File: src/rtl/tx_pattern_pkg.sv
// Shared types and constants for the Tx pattern generator.
// Holds pattern modes, FSM states and standard PRBS tap masks.
package tx_pattern_pkg;

   localparam int unsigned MODE_W = 2;

   typedef enum logic [MODE_W-1:0] {
      PAT_PRBS  = 2'd0,
      PAT_FIXED = 2'd1,
      PAT_CLOCK = 2'd2,
      PAT_ZERO  = 2'd3
   } tx_pat_mode_e;

   typedef enum logic [1:0] {
      ST_IDLE = 2'd0,
      ST_LOAD = 2'd1,
      ST_RUN  = 2'd2
   } tx_pat_state_e;

   // Fibonacci tap masks, bit i set = tap on state[i]
   localparam logic [6:0]  PRBS7_EQN  = 7'h60;
   localparam logic [14:0] PRBS15_EQN = 15'h6000;
   localparam logic [30:0] PRBS31_EQN = 31'h48000000;

endpackage

File: src/rtl/prbs_par_step.sv
// Combinational W-step advance of a Fibonacci LFSR.
// word[k] is the feedback bit produced at step k (bit 0 = first serialized).
module prbs_par_step #(
   parameter int unsigned W = 16,
   parameter int unsigned N = 31
) (
   input  logic [N-1:0] state,
   input  logic [N-1:0] eqn,
   output logic [N-1:0] next_state,
   output logic [W-1:0] word
);

   logic [N-1:0] s;
   logic         fb;

   always_comb begin
      s    = state;
      fb   = 1'b0;
      word = '0;
      for (int unsigned k = 0; k < W; k++) begin
         fb      = ^(s & eqn);
         s       = {s[N-2:0], fb};
         word[k] = fb;
      end
      next_state = s;
   end

endmodule

File: src/rtl/tx_prbs_word_gen.sv
// Parallel multi-mode pattern source for the Tx serializer path.
// One W-bit word per clk: PRBS, fixed, clock or zero, with counted error injection.
module tx_prbs_word_gen
   import tx_pattern_pkg::*;
#(
   parameter int unsigned W     = 16,
   parameter int unsigned N     = 31,
   parameter int unsigned CNT_W = 16
) (
   input  logic                 clk,
   input  logic                 rst_n,
   input  logic                 start,
   input  logic                 stop,
   input  logic [MODE_W-1:0]    cfg_mode,
   input  logic [N-1:0]         cfg_eqn,
   input  logic [N-1:0]         cfg_seed,
   input  logic [W-1:0]         cfg_pattern,
   input  logic                 cfg_inv,
   input  logic                 inj_err,
   input  logic [$clog2(W)-1:0] inj_pos,
   output logic [W-1:0]         dout,
   output logic                 dout_valid,
   output logic                 running,
   output logic                 seed_err,
   output logic [CNT_W-1:0]     inj_count
);

   localparam int unsigned PW = $clog2(W);

   tx_pat_state_e    state_q, state_d;
   tx_pat_mode_e     mode_q, mode_d;
   logic [N-1:0]     eqn_q, eqn_d;
   logic [W-1:0]     pattern_q, pattern_d;
   logic             inv_q, inv_d;
   logic [N-1:0]     lfsr_q, lfsr_d;
   logic             phase_q, phase_d;
   logic             pend_q, pend_d;
   logic [PW-1:0]    pos_q, pos_d;
   logic [W-1:0]     dout_q, dout_d;
   logic             valid_q, valid_d;
   logic             seed_err_q, seed_err_d;
   logic [CNT_W-1:0] cnt_q, cnt_d;

   logic [N-1:0]     prbs_next;
   logic [W-1:0]     prbs_word;
   logic [W-1:0]     clk_word;
   logic [W-1:0]     gen_word;
   logic [W-1:0]     flip_mask;

   prbs_par_step #(
      .W (W),
      .N (N)
   ) u_prbs_step (
      .state      (lfsr_q),
      .eqn        (eqn_q),
      .next_state (prbs_next),
      .word       (prbs_word)
   );

   // Raw pattern word for the captured mode, before inversion/injection
   always_comb begin
      clk_word = '0;
      for (int unsigned k = 0; k < W; k++) begin
         clk_word[k] = 1'(k % 2) ^ phase_q;
      end
      gen_word = '0;
      case (mode_q)
         PAT_PRBS:  gen_word = prbs_word;
         PAT_FIXED: gen_word = pattern_q;
         PAT_CLOCK: gen_word = clk_word;
         default:   gen_word = '0;
      endcase
      flip_mask = pend_q ? (W'(1) << pos_q) : '0;
   end

   always_ff @(posedge clk or negedge rst_n) begin
      if (!rst_n) begin
         state_q    <= ST_IDLE;
         mode_q     <= PAT_PRBS;
         eqn_q      <= '0;
         pattern_q  <= '0;
         inv_q      <= 1'b0;
         lfsr_q     <= '0;
         phase_q    <= 1'b0;
         pend_q     <= 1'b0;
         pos_q      <= '0;
         dout_q     <= '0;
         valid_q    <= 1'b0;
         seed_err_q <= 1'b0;
         cnt_q      <= '0;
      end else begin
         state_q    <= state_d;
         mode_q     <= mode_d;
         eqn_q      <= eqn_d;
         pattern_q  <= pattern_d;
         inv_q      <= inv_d;
         lfsr_q     <= lfsr_d;
         phase_q    <= phase_d;
         pend_q     <= pend_d;
         pos_q      <= pos_d;
         dout_q     <= dout_d;
         valid_q    <= valid_d;
         seed_err_q <= seed_err_d;
         cnt_q      <= cnt_d;
      end
   end

   always_comb begin
      state_d    = state_q;
      mode_d     = mode_q;
      eqn_d      = eqn_q;
      pattern_d  = pattern_q;
      inv_d      = inv_q;
      lfsr_d     = lfsr_q;
      phase_d    = phase_q;
      pend_d     = 1'b0;
      pos_d      = pos_q;
      dout_d     = '0;
      valid_d    = 1'b0;
      seed_err_d = seed_err_q;
      cnt_d      = cnt_q;

      case (state_q)
         ST_IDLE: begin
            if (start) state_d = ST_LOAD;
         end
         ST_LOAD: begin
            state_d   = ST_RUN;
            mode_d    = tx_pat_mode_e'(cfg_mode);
            eqn_d     = cfg_eqn;
            pattern_d = cfg_pattern;
            inv_d     = cfg_inv;
            phase_d   = 1'b0;
            cnt_d     = '0;
            // An all-zero seed would lock the PRBS at zero
            if (tx_pat_mode_e'(cfg_mode) == PAT_PRBS && cfg_seed == '0) begin
               lfsr_d     = N'(1);
               seed_err_d = 1'b1;
            end else begin
               lfsr_d     = cfg_seed;
               seed_err_d = 1'b0;
            end
         end
         ST_RUN: begin
            if (start) state_d = ST_LOAD;
         end
         default: state_d = ST_IDLE;
      endcase

      if (stop) state_d = ST_IDLE;

      // Emit a word only while staying in RUN; injection touches dout, never lfsr
      if (state_q == ST_RUN && state_d == ST_RUN) begin
         valid_d = 1'b1;
         dout_d  = gen_word ^ {W{inv_q}} ^ flip_mask;
         if (mode_q == PAT_PRBS) lfsr_d = prbs_next;
         phase_d = phase_q ^ 1'(W % 2);
         if (pend_q && cnt_q != '1) cnt_d = cnt_q + CNT_W'(1);
         pend_d = inj_err;
         pos_d  = inj_pos;
      end
   end

   assign dout       = dout_q;
   assign dout_valid = valid_q;
   assign running    = (state_q == ST_RUN);
   assign seed_err   = seed_err_q;
   assign inj_count  = cnt_q;

endmodule

File: config.mk
export PLATFORM = sky130hd
export DESIGN_NAME = tx_prbs_word_gen
export DESIGN_NICKNAME = d
export VERILOG_FILES = /design/src/rtl/tx_pattern_pkg.sv /design/src/rtl/prbs_par_step.sv /design/src/rtl/tx_prbs_word_gen.sv
export SDC_FILE = /design/constraint.sdc
export NUM_CORES = 1
export LEC_CHECK = 0
export CAP_MARGIN = 20
export CORE_ASPECT_RATIO = 0.7
export CORE_MARGIN = 2
export CORE_UTILIZATION = 60
export CTS_CLUSTER_DIAMETER = 200
export CTS_CLUSTER_SIZE = 20
export DETAILED_ROUTE_END_ITERATION = 8
export GPL_ROUTABILITY_DRIVEN = 0
export GPL_TIMING_DRIVEN = 1
export PLACE_DENSITY = 0.83
export SLEW_MARGIN = 20
export SYNTH_ARGS = -nofsm -noshare
export SYNTH_HDL_FRONTEND = slang
export SYNTH_SLANG_ARGS = --single-unit
File: constraint.sdc
create_clock -name clk -period 8.9 [get_ports clk]
set_input_delay 0.89 -clock clk [delete_from_list [all_inputs] [get_ports clk]]
set_output_delay 0.89 -clock clk [all_outputs]
set_load 0.01 [all_outputs]
==> flow_metrics.py <==
metrics = {
    "outcome": {
        "status": "completed",
    },
    "setup_path": {
        "worstSetupPathType": "reg2reg",
        "startpoint_type": "register",
        "r2r_start": "lfsr_q[26]",
        "crit_top_cell": "xnor3_1",
        "rr_worst_depth": 30,
        "critPathCaptureType": "register",
        "crit_slowest_cell": "xnor3_2",
        "critPathRequiredTime_ns": 9.22,
        "cp_slowest_stage_delay_ns": 0.66,
        "worst-path-stages": 30,
        "r2r_slack_ns": 0.58,
        "arrival_ns": 8.63,
        "reg2reg_to": "dout[15]",
        "cp_max_fo": 24,
        "critical_path.top_delay_family": "XOR/XNOR gates",
        "worst-path-buf-inv": 2,
    },
    "synth": {
        "synth_cell_types": 83,
        "netlist_instances": 1923,
        "yosys_warnings": 0,
        "synth.yosys.seq_area_share_pct": 22.2,
        "synth-main-ff-cell": "dfrtp_1",
        "synth_fp_nets": 2014,
        "synth_seq_cells": 122,
        "synth_edf_count": 0,
        "syn_area_sq_um": 13800,
        "postSynthAreaPerCell_sq_um": 7.17,
        "synthArstFlopShare_pct": 100,
    },
    "layout": {
        "design_area_sq_um": 15900,
        "layout_common_cells": "nand2_1, xnor2_1, clkdlybuf4s50_1",
        "drive_above_1_share_pct": 7.68,
        "diodes": 0,
        "layout_commonest_cell": "nand2_1",
        "area_growth_pct": 15.7,
        "fin_nets": 2058,
    },
    "timing": {
        "tightest_slew_ns": 0.964,
        "layout_min_cycle_time_ns": 8.32,
        "timing_hold_violations_final": 0,
        "tns_ns": 0,
        "report.final.slew_viol_count": 0,
        "period_share_pct": 93.4,
        "setup_viol": 0,
        "maxSlewHeadroom_pct": 35.8,
        "rsz0062_at_grt": "no",
        "skew_ns": 0.0107,
        "fmax_ghz": 0.120,
    },
    "route": {
        "num_vias": 14600,
        "first_pass_iters": 9,
        "vias_per_cell": 6.35,
        "wirelength_mm": 49.8,
        "drcViolationCount": 0,
        "wl_per_cell_um": 21.7,
        "drt-initial-drc-count": 2394,
        "ant_nets": 0,
    },
    "global_route": {
        "grt_overflow": 0,
        "antenna_found_initial": 1,
        "grtUsageTotal_pct": 42.0,
        "grt_max_degree": 86,
        "grt_pass1_wl_mm": 77.0,
        "grt_pass1_vias": 13900,
    },
    "placement": {
        "placed_area_sq_um": 15300,
        "dp_hpwl_mm": 34.1,
        "port_buffers": 124,
    },
    "clocking": {
        "cts_resized": 0,
        "cts.path.max_buffers": 2,
        "cts_tree": "yes",
        "clk_pin_slew_ns": 0.07,
        "ctsHoldBuffers": 0,
        "root_buffer": "clkbuf_16",
        "cts_sinks": 122,
        "postCtsSetupRepairBufs": 0,
        "htree_levels": 4,
        "clk_latency_ns": 0.45,
        "cts_made_buffers": 17,
    },
    "floorplan": {
        "row_count": 46,
        "die_area_sq_um": 24200,
        "start_util_pct": 60.9,
        "die_w_um": 185,
        "io_pins": 125,
        "die_h_um": 131,
        "coreArea_sq_um": 22600,
    },
    "hold_path": {
        "whs_path_depth": 2,
        "min_to": "pattern_q[2]",
        "min-delay-start": "pattern_q[2]",
        "min-delay-path-class": "reg2reg",
    },
    "run": {
        "cap_violations": 0,
    },
}
## cells in the mapped netlist, types with 6 or more instances
cell type | instances | share of area, %
nor2b_1 | 7 | 0.32
nor2_1 | 77 | 2.1
nor3b_1 | 6 | 0.33
and2_1 | 7 | 0.32
o21ai_0 | 96 | 3.5
xnor3_1 | 15 | 2.5
buf_2 | 13 | 0.47
a21oi_1 | 44 | 1.6
a32oi_1 | 23 | 1.5
xnor2_1 | 365 | 23
or3_1 | 8 | 0.36
xor2_1 | 95 | 6.0
nor3_1 | 7 | 0.25
buf_1 | 13 | 0.35
a31oi_1 | 10 | 0.45
inv_1 | 13 | 0.35
a22o_1 | 22 | 1.4
o21ai_1 | 6 | 0.22
nand2_1 | 633 | 17
dfrtp_1 | 122 | 22
nand3_1 | 32 | 1.2
nand4_1 | 12 | 0.54
mux2i_1 | 11 | 0.80
nor4_1 | 9 | 0.41
and3_1 | 7 | 0.32
nand3b_1 | 8 | 0.44
o211ai_1 | 8 | 0.44
a22oi_1 | 26 | 1.4
clkbuf_1 | 152 | 4.1
## cell families after synthesis
logic type	after synthesis	synth area share, %
and+or+nand+nor	835	25.1
xor gates and xnor gates	485	33.1
AOI/OAI and AO/OA	269	12.9
buffers and inverters	197	5.63
DFF	122	22.2
muxes	14	1.07
adders and majority gates	1	0.0908
## worst register-to-register path, delay by kind of cell, from the launching register on
kind / cells / cell delay (ns)
XOR/XNOR: 12 / 3.95
AND/OR/NAND/NOR: 9 / 1.61
AO/OA/AOI/OAI: 6 / 1.38
buffers and inverters: 2 / 0.47
flip-flops: 1 / 0.44
multiplexers: 1 / 0.33
## how the worst max path moves through the flow
stage                from  endpoint
4_1_cts        lfsr_q[26]  dout[15]
2_1_floorplan   eqn_q[26]  dout[15]
5_1_grt        lfsr_q[26]  dout[15]
3_3_place_gp   lfsr_q[26]  dout[15]
3_5_place_dp   lfsr_q[26]  dout[15]
6_report       lfsr_q[26]  dout[15]
## flip-flops by register name, indices dropped and copies added, names as in the netlist
register    count
eqn_q          31
lfsr_q         31
dout           16
inj_count      16
pattern_q      16
pos_q           4
mode_q          2
state_q         2
dout_valid      1
inv_q           1
pend_q          1
seed_err        1
## layer usage
metal	vias to the layer above	GRT usage (%)	wire length (um)
li1	6282	-	-
met1	6621	55.1	18900
met3	388	18.4	8710
met2	1265	58.8	19100
met5	-	0	13
met4	2	20.9	3140
## stage by stage
stage | cells | setup WS, ns | utilization [%] | hold slack (ns)
global placement | 2260 | 0.867 | 67.8 | 0.462
detailed placement | 2260 | 0.592 | 67.8 | 0.463
floorplan | 1923 | 1.38 | - | 0.445
finish | 2291 | 0.585 | 70.5 | 0.475
global route | 2291 | 0.0769 | 70.5 | 0.490
CTS | 2291 | 0.573 | 70.4 | 0.478
## layout make-up
type | instances | area (sq um)
Multi-Input combinational cell | 1604 | 9980
Sequential cell | 122 | 3050
Inverter | 15 | 56.3
Clock inverter | 13 | 170
Clock buffer | 18 | 429
Tap cell | 312 | 390
Fill cell | 1736 | 6680
Timing Repair Buffer | 207 | 1860
Power is not shown: default switching activity piles up to over one toggle a cycle in this logic, so the estimate is an artifact.
